File: config.mk
export PLATFORM = sky130hd
export DESIGN_NAME = rv0_rob
export DESIGN_NICKNAME = d
export VERILOG_FILES = /design/src/rtl/rv0_rob.sv
export SDC_FILE = /design/constraint.sdc
export NUM_CORES = 1
export LEC_CHECK = 0
export CAP_MARGIN = 10
export CORE_MARGIN = 3
export CORE_UTILIZATION = 28
export CTS_BUF_LIST = sky130_fd_sc_hd__clkbuf_16
export DETAILED_ROUTE_END_ITERATION = 12
export GPL_TIMING_DRIVEN = 0
export PLACE_DENSITY = 0.53
export SKIP_CTS_REPAIR_TIMING = 1
export SLEW_MARGIN = 30
export SYNTH_ARGS = -nofsm -noshare
export SYNTH_HDL_FRONTEND = slang
export SYNTH_SLANG_ARGS = --single-unit
File: constraint.sdc
create_clock -name clk_i -period 6.56 [get_ports clk_i]
set_input_delay 1.312 -clock clk_i [delete_from_list [all_inputs] [get_ports clk_i]]
set_output_delay 1.312 -clock clk_i [all_outputs]
set_load 0.1 [all_outputs]
File: src/rtl/rv0_rob.sv
// In-order retire buffer: out-of-order completions by tag, one in-order retire per cycle, control transfer squash at retire.
// Latency: completion at head -> ret_valid_o two cycles later. Backpressure: alloc_ready_o low when full, flushing, or a control transfer is retiring.
module rv0_rob #(
    parameter int XLEN    = 32,
    parameter int DEPTH   = 8,
    parameter int EXU_CNT = 2,
    localparam int TAG_W  = $clog2(DEPTH)
) (
    input  logic                     clk_i,
    input  logic                     rst_ni,
    input  logic                     flush_i,
    input  logic                     alloc_valid_i,
    output logic                     alloc_ready_o,
    input  logic [4:0]               alloc_rd_i,
    input  logic                     alloc_we_i,
    output logic [TAG_W-1:0]         alloc_tag_o,
    input  logic [EXU_CNT-1:0]       cmpl_valid_i,
    input  logic [EXU_CNT*TAG_W-1:0] cmpl_tag_i,
    input  logic [EXU_CNT*XLEN-1:0]  cmpl_data_i,
    input  logic [EXU_CNT-1:0]       cmpl_ct_i,
    input  logic [EXU_CNT*XLEN-1:0]  cmpl_target_i,
    output logic                     ret_valid_o,
    output logic                     ret_we_o,
    output logic [4:0]               ret_rd_o,
    output logic [XLEN-1:0]          ret_data_o,
    output logic                     ct_trans_o,
    output logic [XLEN-1:0]          ct_target_o,
    output logic [TAG_W:0]           count_o,
    output logic                     empty_o,
    output logic                     full_o
);

    localparam logic [TAG_W:0] PTR_ONE = 1;

    logic [TAG_W:0]     head_q, head_d, tail_q, tail_d;
    logic [DEPTH-1:0]   vld_q, vld_d, done_q, done_d;
    logic [DEPTH-1:0]   we_q, ct_q;
    logic [4:0]         rd_q   [DEPTH];
    logic [XLEN-1:0]    data_q [DEPTH];
    logic [XLEN-1:0]    tgt_q  [DEPTH];

    logic [TAG_W-1:0]   hidx, tidx, cm_tag;
    logic               head_rdy, ret_fire, squash, alloc_fire, cmpl_en;
    logic [DEPTH-1:0]   cm_hit, cm_ct;
    logic [XLEN-1:0]    cm_data [DEPTH];
    logic [XLEN-1:0]    cm_tgt  [DEPTH];

    logic               ret_valid_q, ret_we_q, ct_trans_q;
    logic [4:0]         ret_rd_q;
    logic [XLEN-1:0]    ret_data_q, ct_target_q;

    assign hidx       = head_q[TAG_W-1:0];
    assign tidx       = tail_q[TAG_W-1:0];
    assign full_o     = (hidx == tidx) && (head_q[TAG_W] != tail_q[TAG_W]);
    assign count_o    = tail_q - head_q;
    assign empty_o    = (count_o == '0);
    assign head_rdy   = vld_q[hidx] && done_q[hidx];
    assign ret_fire   = head_rdy && !flush_i;
    assign squash     = ret_fire && ct_q[hidx];
    assign cmpl_en    = !flush_i && !squash;
    assign alloc_ready_o = !full_o && !flush_i && !(head_rdy && ct_q[hidx]);
    assign alloc_fire = alloc_valid_i && alloc_ready_o;
    assign alloc_tag_o = tidx;

    // Walk channels high to low so the lowest channel index wins a tag collision.
    always_comb begin
        cm_hit = '0;
        cm_ct  = '0;
        cm_tag = '0;
        for (int e = 0; e < DEPTH; e++) begin
            cm_data[e] = '0;
            cm_tgt[e]  = '0;
        end
        for (int c = EXU_CNT - 1; c >= 0; c--) begin
            cm_tag = cmpl_tag_i[c*TAG_W +: TAG_W];
            if (cmpl_valid_i[c] && vld_q[cm_tag]) begin
                cm_hit[cm_tag]  = 1'b1;
                cm_ct[cm_tag]   = cmpl_ct_i[c];
                cm_data[cm_tag] = cmpl_data_i[c*XLEN +: XLEN];
                cm_tgt[cm_tag]  = cmpl_target_i[c*XLEN +: XLEN];
            end
        end
    end

    always_comb begin
        head_d = head_q;
        tail_d = tail_q;
        vld_d  = vld_q;
        done_d = done_q;
        if (flush_i) begin
            tail_d = head_q;
            vld_d  = '0;
        end else if (squash) begin
            head_d = head_q + PTR_ONE;
            tail_d = head_q + PTR_ONE;
            vld_d  = '0;
        end else begin
            done_d = done_q | cm_hit;
            if (ret_fire) begin
                vld_d[hidx] = 1'b0;
                head_d      = head_q + PTR_ONE;
            end
            if (alloc_fire) begin
                vld_d[tidx]  = 1'b1;
                done_d[tidx] = 1'b0;
                tail_d       = tail_q + PTR_ONE;
            end
        end
    end

    always_ff @(posedge clk_i or negedge rst_ni) begin
        if (!rst_ni) begin
            head_q      <= '0;
            tail_q      <= '0;
            vld_q       <= '0;
            done_q      <= '0;
            ret_valid_q <= 1'b0;
            ret_we_q    <= 1'b0;
            ret_rd_q    <= '0;
            ret_data_q  <= '0;
            ct_trans_q  <= 1'b0;
            ct_target_q <= '0;
        end else begin
            head_q      <= head_d;
            tail_q      <= tail_d;
            vld_q       <= vld_d;
            done_q      <= done_d;
            ret_valid_q <= ret_fire;
            ret_we_q    <= ret_fire && we_q[hidx] && (rd_q[hidx] != 5'd0);
            ret_rd_q    <= ret_fire ? rd_q[hidx] : 5'd0;
            ret_data_q  <= ret_fire ? data_q[hidx] : '0;
            ct_trans_q  <= squash;
            ct_target_q <= squash ? tgt_q[hidx] : '0;
        end
    end

    // Payload is qualified by valid/done, so it needs no reset.
    always_ff @(posedge clk_i) begin
        for (int e = 0; e < DEPTH; e++) begin
            if (cmpl_en && cm_hit[e]) begin
                data_q[e] <= cm_data[e];
                ct_q[e]   <= cm_ct[e];
                tgt_q[e]  <= cm_tgt[e];
            end
        end
        if (alloc_fire) begin
            rd_q[tidx] <= alloc_rd_i;
            we_q[tidx] <= alloc_we_i;
        end
    end

    assign ret_valid_o = ret_valid_q;
    assign ret_we_o    = ret_we_q;
    assign ret_rd_o    = ret_rd_q;
    assign ret_data_o  = ret_data_q;
    assign ct_trans_o  = ct_trans_q;
    assign ct_target_o = ct_target_q;

endmodule

**Word level (Yosys, flattened, before mapping)**

Memories as Yosys holds them, arrays and structs flattened.
Index checks and enable logic that the tools add are counted.

- Bitwise operators: 14
- Magnitude comparators: 12
- Reductions and logical operators: 37
- Equality and inequality tests: 2
- Add/subtract/negate cells: 3
- Mux-type cells: 69

Operator list:

| operator | count |
|---|---|
| two-way mux 256 bit | 4 |
| AND 256 bit | 2 |
| bitwise mux 256 bit | 2 |
| demux 32 bit (select 3 bit) | 2 |
| two-way mux 32 bit | 4 |
| two-way mux 8 bit | 11 |
| two-way mux 1 bit | 28 |
| logical AND 1 bit | 27 |
| AND 8 bit | 3 |
| OR 8 bit | 3 |
| two-way mux 4 bit | 5 |
| binary-select mux 1 bit (select 3 bit) | 6 |
| bitwise mux 8 bit | 2 |
| less-than comparator 3 x 4 -> 1 bit (second input constant) | 4 |
| NOT 8 bit | 2 |
| demux 1 bit (select 3 bit) | 4 |
| greater-or-equal comparator 3 x 1 -> 1 bit (second input constant) | 4 |
| adder 4 x 1 -> 4 bit (second input constant) | 2 |
| greater-or-equal comparator 4 bit (second input constant) | 2 |
| less-than comparator 4 x 1 -> 1 bit (second input constant) | 2 |
| NOT 3 -> 4 bit | 2 |
| two-way mux 5 bit | 1 |
| nonzero test 5 bit | 1 |
| zero test 1 bit | 4 |
| other kinds (8) | 10 |

- Word-level logic and storage cells: 159
- Output and inout port bits: 82
- Input bits: 148
- Memories kept: 3
- Register bits: 112
- Memory bits (writable): 552

Memories:

| memory | words | bits a word | read ports | clocked after Yosys merged registers in | wr ports | RTL line | source |
|---|---|---|---|---|---|---|---|
| data_q | 8 | 32 | 1 | 0 | 8 | 39 | `logic [XLEN-1:0] data_q [DEPTH];` |
| tgt_q | 8 | 32 | 1 | 0 | 8 | 40 | `logic [XLEN-1:0] tgt_q [DEPTH];` |
| rd_q | 8 | 5 | 1 | 0 | 1 | 38 | `logic [4:0] rd_q [DEPTH];` |

**Logic depth before layout (Yosys ltp)**

- Word-level depth: 13
- Mapped depth: 11
- Depth with buffers taken out: 8

**Worst setup path before layout**

OpenSTA, ideal clock, no wires.

- Path kind: register to output
- Start: register head_q[1]
- End: output port empty_o
- Path buffers: 2
- Setup slack: -0.258 ns
- Stages on the path, launching flop included: 9
- Required time: 5.248 ns
- Arrival: 5.506 ns
- Path through: dfrtp_1 > buf_2 > buf_1 > inv_1 > ha_1 > a21o_1 > a21oi_1 > xnor2_1 > nor4_1

- Longest elaborated chain between the ends: 2

RTL lines:

| element | RTL line | source |
|---|---|---|
| start: declaration | 35 | `logic [TAG_W:0] head_q, head_d, tail_q, tail_d;` |
| start signal: assignment | 113 | `head_q <= '0;` |
| start signal: assignment | 124 | `head_q <= head_d;` |
| subtractor 4 bit | 55 | `assign count_o = tail_q - head_q;` |
| named net count_o[3] | 28 | `output logic [TAG_W:0] count_o,` |
| zero test 4 bit | 56 | `assign empty_o = (count_o == '0);` |
| end: declaration | 29 | `output logic empty_o,` |

The timed path passes the listed nets, and every way through them passes these cells.

**Worst setup path in the final report**

- Start: register head_q[2]
- End: output port empty_o

- Longest elaborated chain between the ends: 2

RTL lines:

| element | RTL line |
|---|---|
| subtractor 4 bit | 55 |
| zero test 4 bit | 56 |

No other way between the ends.

==> results.md <==
- Outcome: finished clean
- Routed via count: 25100
- Synthesized cell area: around 33000 um^2
- Final Cycle Share: 0.965
- Die area: about 120000 um^2
- # rows: 124
- TritonCTS clock tree: done
- Critical Path RT: 5.25 ns
- Tot GR Track Use: 0.200
- Seq cells post-synth: 664
- Post-synth top area share: 0.522
- Least-Margin Pin Slew: about 1.1 ns
- Dpl cells: about 4600
- Worst-skew pair later-pin latency: 0.65 ns
- Fmax: ~0.16 GHz
- Hold depth: 2
- GR Overflow Total: 0
- Fin nets: 3334
- Initial antenna violation count: 25
- Crit path capture type: output pin
- Mapped Cells: 2985
- Post-synthesis async set-or-reset flop share: 0.145
- Power Density: approximately 280 nW/um^2
- Top cells by count, synth: nand2_1, edfxtp_1, a21oi_1
- Number of flops mapped to enable cells by yosys: 568
- Initial core utilization: 0.284
- Max Cap Viol: 0
- Setup TNS: 0 ns
- Root Driver: clkbuf_16
- Worst r2r path cells: 8
- Sink Count: between 600 and 700
- Syn. warnings: 0
- Clock buffer depth: 3
- Critical Path Fanout Max: 10
- Worst min-delay path class: register to register
- Fin Clk Skew: between 0.03 and 0.04 ns
- Synth area leader: edfxtp_1
- Clock buffer count from CTS: 76
- H-tree levels: 3
- Startpoint Class: register
- Ys flop type: edfxtp_1
- WS Path Type: register to output pin
- Clk pin slew, worst setup/hold paths: 0.06 ns
- Via density: 5.26
- Die W: ~350 um
- Post-Layout Cell Count: 4766
- GP Congestion: between 0.8 and 0.9
- FF+latch area: 19500 um^2
- Slew Limit Headroom: 0.258
- Post-DRT Antenna Nets: 0
- Final Slew Violations: 0
- Final setup fails: 0
- TritonRoute pass-1 iters: 5
- Residual DRC count: 0
- Critical R2R Launch: head_q[2]
- Fill count: ~12000
- RSZ-0062 raised after global routing: no
- Share of cells above drive strength 1: 0.123
- R2r endpoint: rd_q[3][0]
- WL/cell: 25.9 um
- Leak: approximately 0.014 uW
- First-pass GRT wire length: 176000 um
- Chip height: around 350 um
- Count leader, synth: nand2_1
- Post-Route WL: roughly 120000 um
- I/O pins: 230
- Unique cell type count in the Yosys netlist: 60
- Vias in the first global route: 24600
- Port bufs: 99
- R2R setup slack: 2.44 ns
- Leading post-synthesis cells by cell area: edfxtp_1, nand2_1, mux4_2, a21oi_1, dfrtp_1
- Syn avg cell area: 11.0 um^2
- Worst IR drop on VDD: 0.181 mV
- Multi-input logic area: 11500 um^2
- Sequential-to-total area share from yosys stat: 0.595
- Largest net degree at the start of global routing: 59
- DR iter-0 viols: 3343
- Hold worst-path end: done_q[0]
- Syn_nets: 3139
- HPWL after detailed placement: roughly 81000 um
- Core Area: 115000 um^2
- Min Tclk post-route: 6.33 ns
- Final hold viol count: 0
- CP arrival: 5.02 ns
- Area growth, synth to finish: 18.1%
- Hold Path Origin: done_q[0]
[cell usage in the layout, fill, tap and decap left out, drive strengths merged, types with 3 or more instances in the layout]
| master | instances |
|---|---|
| clkdlybuf4s50 | 97 |
| mux4 | 142 |
| clkinv | 31 |
| xnor2 | 7 |
| nor3 | 5 |
| edfxtp | 568 |
| a31oi | 7 |
| nand4 | 3 |
| nand3b | 6 |
| nand2 | 1055 |
| o21bai | 7 |
| a21oi | 527 |
| nor4 | 6 |
| a22o | 65 |
| bufinv | 7 |
| inv | 49 |
| o21ai | 5 |
| dfrtp | 96 |
| buf | 170 |
| and4 | 3 |
| mux2i | 6 |
| nand3 | 11 |
| or3 | 6 |
| ha | 5 |
| clkbuf | 287 |
| o31ai | 4 |
| and3 | 5 |
| nor2 | 22 |
| o211ai | 3 |
| diode | 11 |
| nor2b | 7 |
[state kept, by name (all words and copies together), names as in the netlist]
signal       count
ret_rd_o         5
ct_trans_o       1
tail_q           4
ret_we_o         1
ct_q             8
ct_target_o     32
rd_q            40
vld_q            8
head_q           4
we_q             8
tgt_q          256
done_q           8
ret_valid_o      1
data_q         256
ret_data_o      32
[metal layers]
layer / vias up / share of wire / wire (um) / GRT usage
met1: 12500 / 0.40 / 49700 / 0.264
met2: 1376 / 0.46 / 57100 / 0.319
met4: 20 / 0.034 / 4200 / 0.0707
met5: - / 0.0010 / 124 / 0
met3: 256 / 0.10 / 12400 / 0.0497
li1: 10900 / - / - / -
[worst max-delay path, stage by stage (launching register included)]
cell and delay, ns:
dfrtp_1 0.35, buf_2 0.16, inv_1 0.08, clkbuf_1 0.62
clkbuf_1 0.72, ha_1 0.42, a21oi_1 0.34, xnor2_4 0.18
nor4_1 0.30, clkdlybuf4s50_1 1.19
[worst max path at each step]
stage / start / to / slack (ns) / depth (start not counted)
global placement: cmpl_tag_i[1] / tgt_q[2][15] / -2.88 / 6
detailed placement: head_q[1] / empty_o / 0.44 / 9
finish: head_q[2] / empty_o / 0.23 / 9
CTS: head_q[1] / empty_o / -0.27 / 9
floorplan: head_q[2] / empty_o / 0.003 / 7
global route: head_q[2] / empty_o / 0.02 / 9
[cells by family after synthesis]
kind of cell / after synthesis / share of synthesized area
simple gates: 1140 / 0.138
flops: 664 / 0.595
compound gates: 634 / 0.108
buf+inv: 384 / 0.0545
mux: 149 / 0.100
xor+xnor: 8 / 0.00214
fa+ha+maj: 6 / 0.00253
[metrics by stage]
step	utilization	power [uW]	hold slack, ns	cell area [um^2]	worst slack [ns]
2_1_floorplan	-	6190	0.491	32700	0.00325
3_3_place_gp	0.309	6760	0.505	35600	-2.88
3_5_place_dp	0.314	6790	0.507	36100	0.437
4_1_cts	0.335	11000	0.521	38600	-0.273
5_1_grt	0.335	11300	0.538	38600	0.0222
6_report	0.336	11000	0.520	38600	0.230
[cell type report]
| class | count | share of cell area |
|---|---|---|
| antenna | 11 | 0.000713 |
| tap | 1512 | 0.0490 |
| multi-input combinational | 1937 | 0.299 |
| clock inverter | 62 | 0.0124 |
| buffer | 358 | 0.0441 |
| sequential | 664 | 0.504 |
| inverter | 26 | 0.00330 |
| timing repair buffer | 117 | 0.0369 |
| clock buffer | 79 | 0.0512 |
[power by group]
| group | switching [uW] | internal [uW] | total, uW | leakage, uW |
|---|---|---|---|---|
| Clock | 1810 | 2460 | 4270 | 0.00128 |
| Sequential | 63.0 | 4630 | 4690 | 0.00668 |
| Combinational | 1290 | 719 | 2010 | 0.00607 |
Power figures use the tool's default switching activity.
